## src/rtl/ikaopll_lfo_apply.sv

```systemverilog
// ikaopll_lfo_apply
// Consumer side of the LFO value pair on the OPLL slot bus. The vibrato step
// (PMVAL) and tremolo step (AMVAL) are captured once per 18-slot frame. They
// are then applied to each time-multiplexed slot:
//   - vibrato offsets the doubled F-number, which is then block-shifted into a
//     phase increment;
//   - tremolo gates the AM attenuation.
// The datapath is a two-stage pipeline. It advances only on enable cycles,
// which are EMUCLK posedges with i_phi1_NCEN_n low.
//
// Ports
//   i_EMUCLK       emulator master clock, all state on posedge
//   i_IC_n         asynchronous active-low reset
//   i_phi1_NCEN_n  active-low clock enable
//   i_CYCLE_00     marks the slot-0 enable cycle of each frame
//   i_PMVAL        vibrato step from LFO (3 bits)
//   i_AMVAL        tremolo step from LFO (4 bits)
//   i_FNUM         F-number of the presented slot (9 bits)
//   i_BLOCK        octave block of the presented slot (3 bits)
//   i_PM_EN        vibrato enable of the presented slot
//   i_AM_EN        tremolo enable of the presented slot
//   o_SLOT         slot index tagged to the outputs (0..17)
//   o_FNUM_PM      vibrato-modified doubled F-number (10 bits)
//   o_PHASEINC     phase increment (16 bits)
//   o_AMATT        tremolo attenuation (4 bits)

module ikaopll_lfo_apply (
    input  logic        i_EMUCLK,
    input  logic        i_IC_n,
    input  logic        i_phi1_NCEN_n,
    input  logic        i_CYCLE_00,
    input  logic [2:0]  i_PMVAL,
    input  logic [3:0]  i_AMVAL,
    input  logic [8:0]  i_FNUM,
    input  logic [2:0]  i_BLOCK,
    input  logic        i_PM_EN,
    input  logic        i_AM_EN,
    output logic [4:0]  o_SLOT,
    output logic [9:0]  o_FNUM_PM,
    output logic [15:0] o_PHASEINC,
    output logic [3:0]  o_AMATT
);

    logic        en;

    logic [4:0]  slot_cnt;
    logic        slot_run;
    logic [2:0]  pm_h;
    logic [3:0]  am_h;

    logic [4:0]  slot_in;
    logic [2:0]  pm;
    logic [3:0]  am;
    logic [2:0]  delta;
    logic [10:0] fnum_sum;
    logic [3:0]  am_res;

    logic [4:0]  s1_slot;
    logic [9:0]  s1_fnum;
    logic [2:0]  s1_block;
    logic [3:0]  s1_am;

    logic [16:0] shift_wide;

    assign en = ~i_phi1_NCEN_n;

    // slot_run is clear straight after reset. This makes the first enable
    // cycle count as slot 0, even when reset is released mid-frame.
    always_comb begin
        slot_in = 5'd0;
        if (!i_CYCLE_00 && slot_run && (slot_cnt != 5'd17)) begin
            slot_in = slot_cnt + 5'd1;
        end
    end

    // The slot-0 cycle uses the live LFO values. This keeps the whole frame
    // on the same pair that the hold registers capture at that moment.
    assign pm = i_CYCLE_00 ? i_PMVAL : pm_h;
    assign am = i_CYCLE_00 ? i_AMVAL : am_h;

    // The vibrato magnitude is either fnum>>6 (full step) or fnum>>7
    // (half step). pm[2] selects subtraction. Because delta <= fnum>>6, the
    // subtraction can never underflow, but the addition may wrap at 1024.
    always_comb begin
        delta = 3'd0;
        if (i_PM_EN) begin
            if (pm[0]) begin
                delta = {1'b0, i_FNUM[8:7]};
            end else if (pm[1]) begin
                delta = i_FNUM[8:6];
            end
        end
        if (pm[2]) begin
            fnum_sum = {1'b0, i_FNUM, 1'b0} - {8'd0, delta};
        end else begin
            fnum_sum = {1'b0, i_FNUM, 1'b0} + {8'd0, delta};
        end
    end

    assign am_res = i_AM_EN ? am : 4'd0;

    // The shift is 17 bits wide, so 1023 << 7 keeps its top bit before the
    // final halving.
    assign shift_wide = {7'd0, s1_fnum} << s1_block;

    always_ff @(posedge i_EMUCLK or negedge i_IC_n) begin
        if (!i_IC_n) begin
            slot_cnt <= 5'd0;
            slot_run <= 1'b0;
            pm_h     <= 3'd0;
            am_h     <= 4'd0;
        end else if (en) begin
            slot_cnt <= slot_in;
            slot_run <= 1'b1;
            if (i_CYCLE_00) begin
                pm_h <= i_PMVAL;
                am_h <= i_AMVAL;
            end
        end
    end

    always_ff @(posedge i_EMUCLK or negedge i_IC_n) begin
        if (!i_IC_n) begin
            s1_slot  <= 5'd0;
            s1_fnum  <= 10'd0;
            s1_block <= 3'd0;
            s1_am    <= 4'd0;
        end else if (en) begin
            s1_slot  <= slot_in;
            s1_fnum  <= fnum_sum[9:0];
            s1_block <= i_BLOCK;
            s1_am    <= am_res;
        end
    end

    always_ff @(posedge i_EMUCLK or negedge i_IC_n) begin
        if (!i_IC_n) begin
            o_SLOT     <= 5'd0;
            o_FNUM_PM  <= 10'd0;
            o_PHASEINC <= 16'd0;
            o_AMATT    <= 4'd0;
        end else if (en) begin
            o_SLOT     <= s1_slot;
            o_FNUM_PM  <= s1_fnum;
            o_PHASEINC <= shift_wide[16:1];
            o_AMATT    <= s1_am;
        end
    end

endmodule

```

## config.mk

```make
export PLATFORM = sky130hd
export DESIGN_NAME = ikaopll_lfo_apply
export DESIGN_NICKNAME = d
export VERILOG_FILES = /design/src/rtl/ikaopll_lfo_apply.sv
export SDC_FILE = /design/constraint.sdc
export NUM_CORES = 1
export LEC_CHECK = 0
export CORE_MARGIN = 2
export CORE_UTILIZATION = 25
export DETAILED_ROUTE_END_ITERATION = 8
export PLACE_DENSITY = 0.52
export SLEW_MARGIN = 20
export SYNTH_ARGS = -nofsm -noshare
export SYNTH_HDL_FRONTEND = slang
export SYNTH_SLANG_ARGS = --single-unit
```

## constraint.sdc

```tcl
create_clock -name i_EMUCLK -period 2.4 [get_ports i_EMUCLK]
set_input_delay 0.72 -clock i_EMUCLK [delete_from_list [all_inputs] [get_ports i_EMUCLK]]
set_output_delay 0.72 -clock i_EMUCLK [all_outputs]
set_load 0.03 [all_outputs]
```

; After elaboration in Yosys (flattened, before gate mapping)
; Cells that the tools add are included.
[word_totals]
ff_bits = 65
word_cells = 27
out_inout_bits = 35
[classes]
n_addsub = 3
reduce_logical = 3
shifts = 1
mux = 8
eq_ne = 1
[ops]
columns = cell, count
row1 = $shl 10x3->17, 1
row2 = $mux 3, 4
row3 = $add 10x3->10, 1
row4 = $mux 10, 1
row5 = $sub 10x3->10, 1
row6 = $mux 4, 2
row7 = $add 5x1->5 const B, 1
row8 = $mux 5, 1
row9 = $ne 5x5->1 const B, 1
row10 = $logic_and 1x1->1, 2
row11 = $logic_not 1->1, 1

; Depth between registers and ports, before layout
; Gate-level depths: netlist of the first run.
[depth]
word_depth = 6
mapped_depth = 13

; Worst setup path before layout of the first run
; No wires, ideal clock.
[synth_path]
path_kind = in2reg
from = in i_CYCLE_00
to = reg s1_fnum[7]
n_path_buf = 1
cell_stages = 13
arrival_time_ns = 2.608
path_slack_ns = -0.338
path_cell_list = buf_6 > mux2i_1 > nor2_1 > a22o_1 > nand2_1 > inv_1 > ha_1 > fa_1 > and2_4 > nor2b_1 > o21bai_1 > xnor2_1 > o21ai_1
[synth_between]
elab_chain_len = 6
[synth_lines]
columns = item, line_no
row1 = "start, declared", 31  ; input logic i_CYCLE_00,
row2 = $mux 3 *, -
row3 = $mux 3, 89  ; end else if (pm[1]) begin
row4 = $mux 3, 87  ; if (pm[0]) begin
row5 = $mux 3, 86  ; if (i_PM_EN) begin
row6 = $add 10x3->10 or $sub 10x3->10 (tied branches), "96, 94"
row7 = $mux 10 *, 93  ; if (pm[2]) begin
row8 = "end signal, assigned", 130  ; s1_fnum <= fnum_sum[9:0];
row9 = "end, declared", 59  ; logic [9:0] s1_fnum;
; Mark *: on every way between the ends. The rest lies on a longest branch, timed or not.
; A chain may end at the register's enable or synchronous reset.

; Final worst setup path of the first run
; Ends and elaborated chain as after synthesis.

==> impl_metrics.ini, run 1 <==
[routing]
top_layer_used = met4
post_drt_via_cell_ratio = 4.42
detailed_routed_wire_length_on_met2_microns = 3390
totalWireLength_microns = 7630
avgRoutedWirePerCell_microns = 13.1
vias = 2566
drtAntennaViolNets = 0
drt-met1-wl_microns = 3830
drt_iter0_markers = 154
met3_wirelength_microns = 246
drt_first_pass_iters = 6
detail_route.drc_violations = 0

[clocking]
ctsLongestPathBuffers = 2
clk_pin_slew_worst_paths_ps = 50
clock_tree_from_tritoncts = yes
cts_inserted_buffers = 9
h_tree_depth_reported_by_cts = 3
clock_insertion_delay_worst_skew_ps = 330
cts.sinks = 65
clock_tree.root_cell = sky130_fd_sc_hd__clkbuf_16

[critical_path]
worstPathCellList = buf_8 > mux2_4 > a22o_1 > nand2_2 > inv_2 > ha_4 > fa_2 > and2_4 > nor2b_4 > o21bai_4 > xnor2_2 > o21ai_1
rr_endpoint = s1_fnum[7]$_DFFE_PN0N_
reg2regPathDepth = 11
cp-end-kind = register
slowest_delay_ps = 320
reg2reg_from = pm_h[0]$_DFFE_PN0N_
worst_ep_required_ps = 2600
cp_data_arrival_time_ps = 2670
critical_path.slowest_cell = sky130_fd_sc_hd__fa_2
critical_path_class = primary input to register
timing.critical_path.from_type = primary input
worstPathMaxFanout = 4
setup.reg_to_reg.worst_slack_ps = 30

[final_layout]
final_layout_size_suffix_gt1_share_pct = 26.2
finish.net_count = 434
area.growth.synth_to_final_pct = 42.5
n_antenna_cell = 0

[yosys]
yosys.area.top_type_share_pct = 48.7
dominantRegCellSynth = sky130_fd_sc_hd__dfrtp_1
synth-warning-count = 0
syn_inst = 319
synth_area_leaders = sky130_fd_sc_hd__dfrtp_1 (49%), sky130_fd_sc_hd__mux2_2 (11%), sky130_fd_sc_hd__nand2_1 (5.1%), sky130_fd_sc_hd__o21ai_0 (4.6%), sky130_fd_sc_hd__mux2i_1 (4.5%)
syn_avg_cell_area_sq_um = 10.5
synthTopCellsByCount = sky130_fd_sc_hd__dfrtp_1 (65), sky130_fd_sc_hd__nand2_1 (45), sky130_fd_sc_hd__mux2_2 (32), sky130_fd_sc_hd__o21ai_0 (31), sky130_fd_sc_hd__nor2_1 (20)
post-synth-top-count-cell = sky130_fd_sc_hd__dfrtp_1
synthesis.area_sq_um = 3340
synth.ff_latch_count = 65
synth_area_leader_cell = sky130_fd_sc_hd__dfrtp_1
postSynth.asyncResetShare_pct = 100
syn_nets = 353
synth_edf_count = 0
post_synth_num_cell_types = 45
synth-seq-area-share_pct = 48.7

[pwr]
design_power_total_mw = 3.99
leakagePower_nw = 2.03
irDropWorstVdd_uv = 393
powerDensity_nw_per_um2 = 838

[hold_path]
min_path_type = primary input to async pin

[sta]
fin_tns_setup_ps = -69.2
hold_viol = 0
period_share_pct = 103
grt_setup_unrepaired = yes
timing.final.ws_setup_ps = -63.0
worst-slew-pin-transition_ps = 652
setup_viol = 2
fin_skew_ps = 4.20
slew_violations = 0
slew_hr_pct = 56.5
min_period_ps = 2460
clock.fmax_ghz = 0.406

[global_routing]
grt_start_max_net_pins = 61
initial_antenna_violation_count = 0
first_pass_grt_wire_length_microns = 13000
grt_overflow = 0
groute.usage.overall_pct = 11.5
number_of_global_route_vias_before_repair = 2581

[floorplanning]
die_height_microns = 120
design.core.area_sq_um = 13100
die_w_microns = 120
initial_utilization_pct = 25.4
pin_count = 60
floorplan.rows = 42
die-area_sq_um = 14300

[placement]
place_congestion = 0.938
io_buffers = 59
place_ws_ps = -920
post-dp-hpwl_microns = 5670

[run]
maxCapViolations = 0

[run_status]
outcome = finished with violations
violations_in_the_final_reports = setup timing
==> cell type report <==
| type | count | area, sq um |
|---|---|---|
| inverters | 8 | 30.0 |
| well taps | 176 | 220 |
| multi-input cells | 230 | 1710 |
| flip-flops and latches | 65 | 1630 |
| repair buffers | 86 | 800 |
| clock buffers | 11 | 253 |
| fillers | 1338 | 8380 |
| clock inverters | 5 | 125 |
==> stage by stage <==
stage | cell area (sq um) | utilization [%] | hold WS, ps | cells
after global placement | 4290 | 32.7 | 452 | 562
after CTS | 4720 | 35.9 | 384 | 581
after detailed placement | 4290 | 32.7 | 455 | 562
final | 4760 | 36.2 | 378 | 581
after floorplan | 3370 | - | 424 | 319
after global routing | 4760 | 36.2 | 398 | 581
==> cells by family after synthesis <==
logic type,synth area share (%)
AO/OA/AOI/OAI,13.6
XOR/XNOR,1.84
adder cells (fa/ha/maj),3.82
buffers and inverters,3.00
flip-flops,48.7
multiplexers,16.9
AND/OR/NAND/NOR,12.2
==> metal layers <==
metal  up-vias  track usage, %
met1      1227            16.1
met4         0            5.96
met2        47            16.9
met3         9            2.23
li1       1283               -
met5         -               0
==> flip-flops by register name, summed over array words and instances, names as in the netlist <==
signal / cells
o_SLOT: 5
slot_run: 1
s1_am: 4
s1_fnum: 10
s1_block: 3
o_FNUM_PM: 10
am_h: 4
s1_slot: 5
o_PHASEINC: 16
o_AMATT: 4
pm_h: 3
==> power breakdown <==
group | internal (mW) | switching, mW
clock | 1.17 | 0.462
sequential | 1.25 | 0.130
combinational | 0.455 | 0.514
==> worst max-delay path: cells and delay by family <==
kind	cells	cell delay, ps
compound gates	3	500
fa+ha+maj	2	470
simple gates	3	370
mux	1	310
buf+inv	2	160
xor+xnor	1	140
==> how the worst max path moves through the flow <==
stage | startpoint | slack [ps] | endpoint
finish | i_CYCLE_00 | -60 | s1_fnum[7]$_DFFE_PN0N_
global placement | i_CYCLE_00 | -860 | s1_fnum[7]$_DFFE_PN0N_
detailed placement | i_CYCLE_00 | -920 | s1_fnum[7]$_DFFE_PN0N_
global route | i_CYCLE_00 | -140 | s1_fnum[7]$_DFFE_PN0N_
floorplan | i_CYCLE_00 | -260 | s1_fnum[7]$_DFFE_PN0N_
CTS | i_CYCLE_00 | -60 | s1_fnum[7]$_DFFE_PN0N_
==> placed cells by master (no fill, tap or decap), types with 2 or more instances in the layout <==
cell type                         Yosys  routed
sky130_fd_sc_hd__a21oi_1             12      11
sky130_fd_sc_hd__a21oi_2              1       2
sky130_fd_sc_hd__a22o_1               4       4
sky130_fd_sc_hd__a31oi_1              2       2
sky130_fd_sc_hd__buf_12               0       2
sky130_fd_sc_hd__buf_2                2       4
sky130_fd_sc_hd__buf_4                0      25
sky130_fd_sc_hd__bufinv_16            0       4
sky130_fd_sc_hd__clkbuf_16            0       9
sky130_fd_sc_hd__clkbuf_8             0       2
sky130_fd_sc_hd__clkdlybuf4s50_1      0      51
sky130_fd_sc_hd__clkinv_1             2       2
sky130_fd_sc_hd__dfrtp_1             65      65
sky130_fd_sc_hd__dlygate4sd2_1        0       3
sky130_fd_sc_hd__ha_1                 7       5
sky130_fd_sc_hd__ha_4                 0       2
sky130_fd_sc_hd__inv_1                6       5
sky130_fd_sc_hd__mux2_2              32      32
sky130_fd_sc_hd__mux2_4               2       2
sky130_fd_sc_hd__mux2i_1             15      14
sky130_fd_sc_hd__nand2_1             45      44
sky130_fd_sc_hd__nand2b_1             3       3
sky130_fd_sc_hd__nand3_1              9       9
sky130_fd_sc_hd__nand4_1              3       3
sky130_fd_sc_hd__nor2_1              20      18
sky130_fd_sc_hd__nor2_2               0       2
sky130_fd_sc_hd__nor2b_1              5       4
sky130_fd_sc_hd__nor3_1               3       2
sky130_fd_sc_hd__o21ai_0             31      31
sky130_fd_sc_hd__o21ai_1              4       4
sky130_fd_sc_hd__o31ai_1              6       4
sky130_fd_sc_hd__o31ai_2              1       3
sky130_fd_sc_hd__xnor2_1              5       4
sky130_fd_sc_hd__xor2_1               2       2
==> repair_timing <==
action | 4_1_cts | 5_1_grt
buffers inserted | 3 | 0
setup endpoints to repair | 9 | 8
hold buffers | 0 | 0
gates resized for setup | 24 | 8
pin swaps | 7 | 6
No activity file was read; power rests on OpenSTA's default activity.
==> inputs of run 2 (changes only) <==
CAP_MARGIN = 15   (was default)
==> results of run 2 <==
Same layout as run 1: the final DEF is identical, and so are final timing and power.
==> inputs of run 3 (changes only) <==
CTS_BUF_LIST = sky130_fd_sc_hd__clkbuf_16   (was default)
GPL_ROUTABILITY_DRIVEN = 0   (was default)
==> run 3 against run 2 <==
Effect of this change: the flow still finishes with violations (setup timing); first-iteration DRC count shrank 24%; sequential power is essentially flat; clock skew is essentially flat; core utilization shrank 0.15 points; clock-buffer cell count shrank 2; worst hold slack is essentially flat; clock power shrank 4%; final area shrank 0.42%; critical path type unchanged; critical endpoint unchanged; largest power group unchanged.
==> impl_metrics.ini, run 3 (synthesized netlist as in run 1, its figures left out) <==
[run_status]
outcome = finished with violations
violations_in_the_final_reports = setup timing

[routing]
post_drt_via_cell_ratio = 4.42
avgRoutedWirePerCell_microns = 13.2
vias = 2570
totalWireLength_microns = 7670
drt_iter0_markers = 117
detail_route.drc_violations = 0
drtAntennaViolNets = 0
drt_first_pass_iters = 4

[hold_path]
min_path_type = primary input to async pin

[final_layout]
fillerInstances = 1345
reg_top3 = o_PHASEINC: 16 flops, o_FNUM_PM: 10 flops, s1_fnum: 10 flops
multiInputGateArea_sq_um = 1710
final_layout_size_suffix_gt1_share_pct = 25.7
largest_register_ffs = 16
fin_util_pct = 36.1
largest-register = o_PHASEINC
layout.cells.most_common = sky130_fd_sc_hd__dfrtp_1
instances_no_fill = 581
area.growth.synth_to_final_pct = 41.9
n_antenna_cell = 0
layout_common_cells = sky130_fd_sc_hd__dfrtp_1 (65), sky130_fd_sc_hd__clkdlybuf4s50_1 (51), sky130_fd_sc_hd__nand2_1 (44)
layout.area.seq_sq_um = 1630
finish.net_count = 434

[clocking]
clk_pin_slew_worst_paths_ps = 50
ctsLongestPathBuffers = 2
clock_tree.root_cell = sky130_fd_sc_hd__clkbuf_16
h_tree_depth_reported_by_cts = 3
cts_inserted_buffers = 9
post_cts_hold_buffer_count = 0
cts.sinks = 65
clock_insertion_delay_worst_skew_ps = 330
clock_tree_from_tritoncts = yes

[global_routing]
grt_start_max_net_pins = 61
groute.usage.overall_pct = 11.6
first_pass_grt_wire_length_microns = 13100
number_of_global_route_vias_before_repair = 2597
grt_overflow = 0
initial_antenna_violation_count = 0

[floorplanning]
floorplan.rows = 42
die_height_microns = 120
die-area_sq_um = 14300
pin_count = 60
initial_utilization_pct = 25.4
design.core.area_sq_um = 13100
die_w_microns = 120

[sta]
clock.fmax_ghz = 0.406
slew_violations = 0
grt_setup_unrepaired = yes
min_period_ps = 2460
setup_viol = 1
hold_viol = 0
period_share_pct = 103
worst-slew-pin-transition_ps = 655
fin_skew_ps = 4.69
slew_hr_pct = 56.3
timing.final.ws_setup_ps = -64.3

[pwr]
switchingPower_mw = 1.11
irDropWorstVdd_uv = 393
clock_power_share_pct = 40.1
pwr-share-seq_pct = 35.2
powerDensity_nw_per_um2 = 829
leakagePower_nw = 2.02
sw_frac_of_total_pct = 28.2
p_int_mw = 2.82
combinationalPowerShare_pct = 24.7

[critical_path]
rr_endpoint = s1_fnum[7]$_DFFE_PN0N_
worst_ep_required_ps = 2600
cp-end-kind = register
critical_path.slowest_cell = sky130_fd_sc_hd__fa_2
worstPathMaxFanout = 4
critical_path_class = primary input to register
cp_data_arrival_time_ps = 2670
slowest_delay_ps = 320
reg2reg_from = pm_h[0]$_DFFE_PN0N_
reg2regPathDepth = 11
setup.reg_to_reg.worst_slack_ps = 30
launching_instance_or_port_of_the_critical_path = i_CYCLE_00
worstPathCellList = buf_8 > mux2_4 > a22o_1 > nand2_2 > inv_2 > ha_4 > fa_2 > and2_4 > nor2b_4 > o21bai_4 > xnor2_2 > o21ai_1
timing.critical_path.from_type = primary input
worst_setup_path_endpoint = s1_fnum[7]$_DFFE_PN0N_

[placement]
post-dp-hpwl_microns = 5670
io_buffers = 59
place_ws_ps = -920
placed_cells = 562

[run]
maxCapViolations = 0
==> run 3: cell count changes in the layout (fill, tap and decap cells not counted), sizes merged <==
cell    change
clkbuf      -2
clkinv      +2
==> run 3: through the flow <==
step	total power [mW]	TNS (ps)	hold slack [ps]	area [sq um]
6_report	3.93	-64.3	377	4740
2_1_floorplan	1.94	-953	424	3370
3_5_place_dp	2.36	-7000	455	4290
4_1_cts	3.98	-131	384	4700
5_1_grt	4.14	-679	398	4740
3_3_place_gp	2.35	-6610	452	4290
==> run 3: layout make-up <==
cell class / instances / share of cell area, %
Sequential cell: 65 / 34.3
Tap cell: 176 / 4.65
Clock inverter: 7 / 2.80
Clock buffer: 9 / 4.75
Timing Repair Buffer: 86 / 16.9
Inverter: 8 / 0.634
Multi-Input combinational cell: 230 / 36.0
==> run 3: timing repair <==
action,in CTS,in global routing
buffers inserted,3,0
resized for setup,24,8
pin swaps,7,6
endpoints found under the setup margin,9,8
==> run 3: power by group through the flow <==
stage	clock, mW	sequential [mW]	combinational, mW
after floorplan	0	1.55	0.389
after global placement	0	1.40	0.951
after detailed placement	0	1.40	0.957
after CTS	1.62	1.39	0.974
after global routing	1.67	1.41	1.06
final	1.57	1.38	0.969
==> run 3: routing by layer <==
layer  share of wire, %  global-route usage (%)  wire length, microns  vias up
met5                  0                       0                     0        -
met4                2.2                    5.96                   169        0
met3                3.2                    2.23                   246        9
met2                 45                    17.0                  3430       47
met1                 50                    16.2                  3820     1231
li1                   -                       -                     -     1283
==> run 3: worst min path at each step <==
stage,to,slack (ps),cells past startpoint
CTS,o_PHASEINC[14]$_DFFE_PN0N_,380,2
global placement,slot_run$_DFFE_PN0N_,450,1
finish,o_PHASEINC[14]$_DFFE_PN0N_,380,2
floorplan,am_h[0]$_DFFE_PN0N_,420,0
detailed placement,slot_run$_DFFE_PN0N_,450,1
global route,o_PHASEINC[14]$_DFFE_PN0N_,400,2
==> run 3: critical path: cells and delay by family <==
kind,cells,cell delay (ps)
compound gates,3,500
fa+ha+maj,2,470
mux,1,310
xor+xnor,1,140
buf+inv,2,160
simple gates,3,370
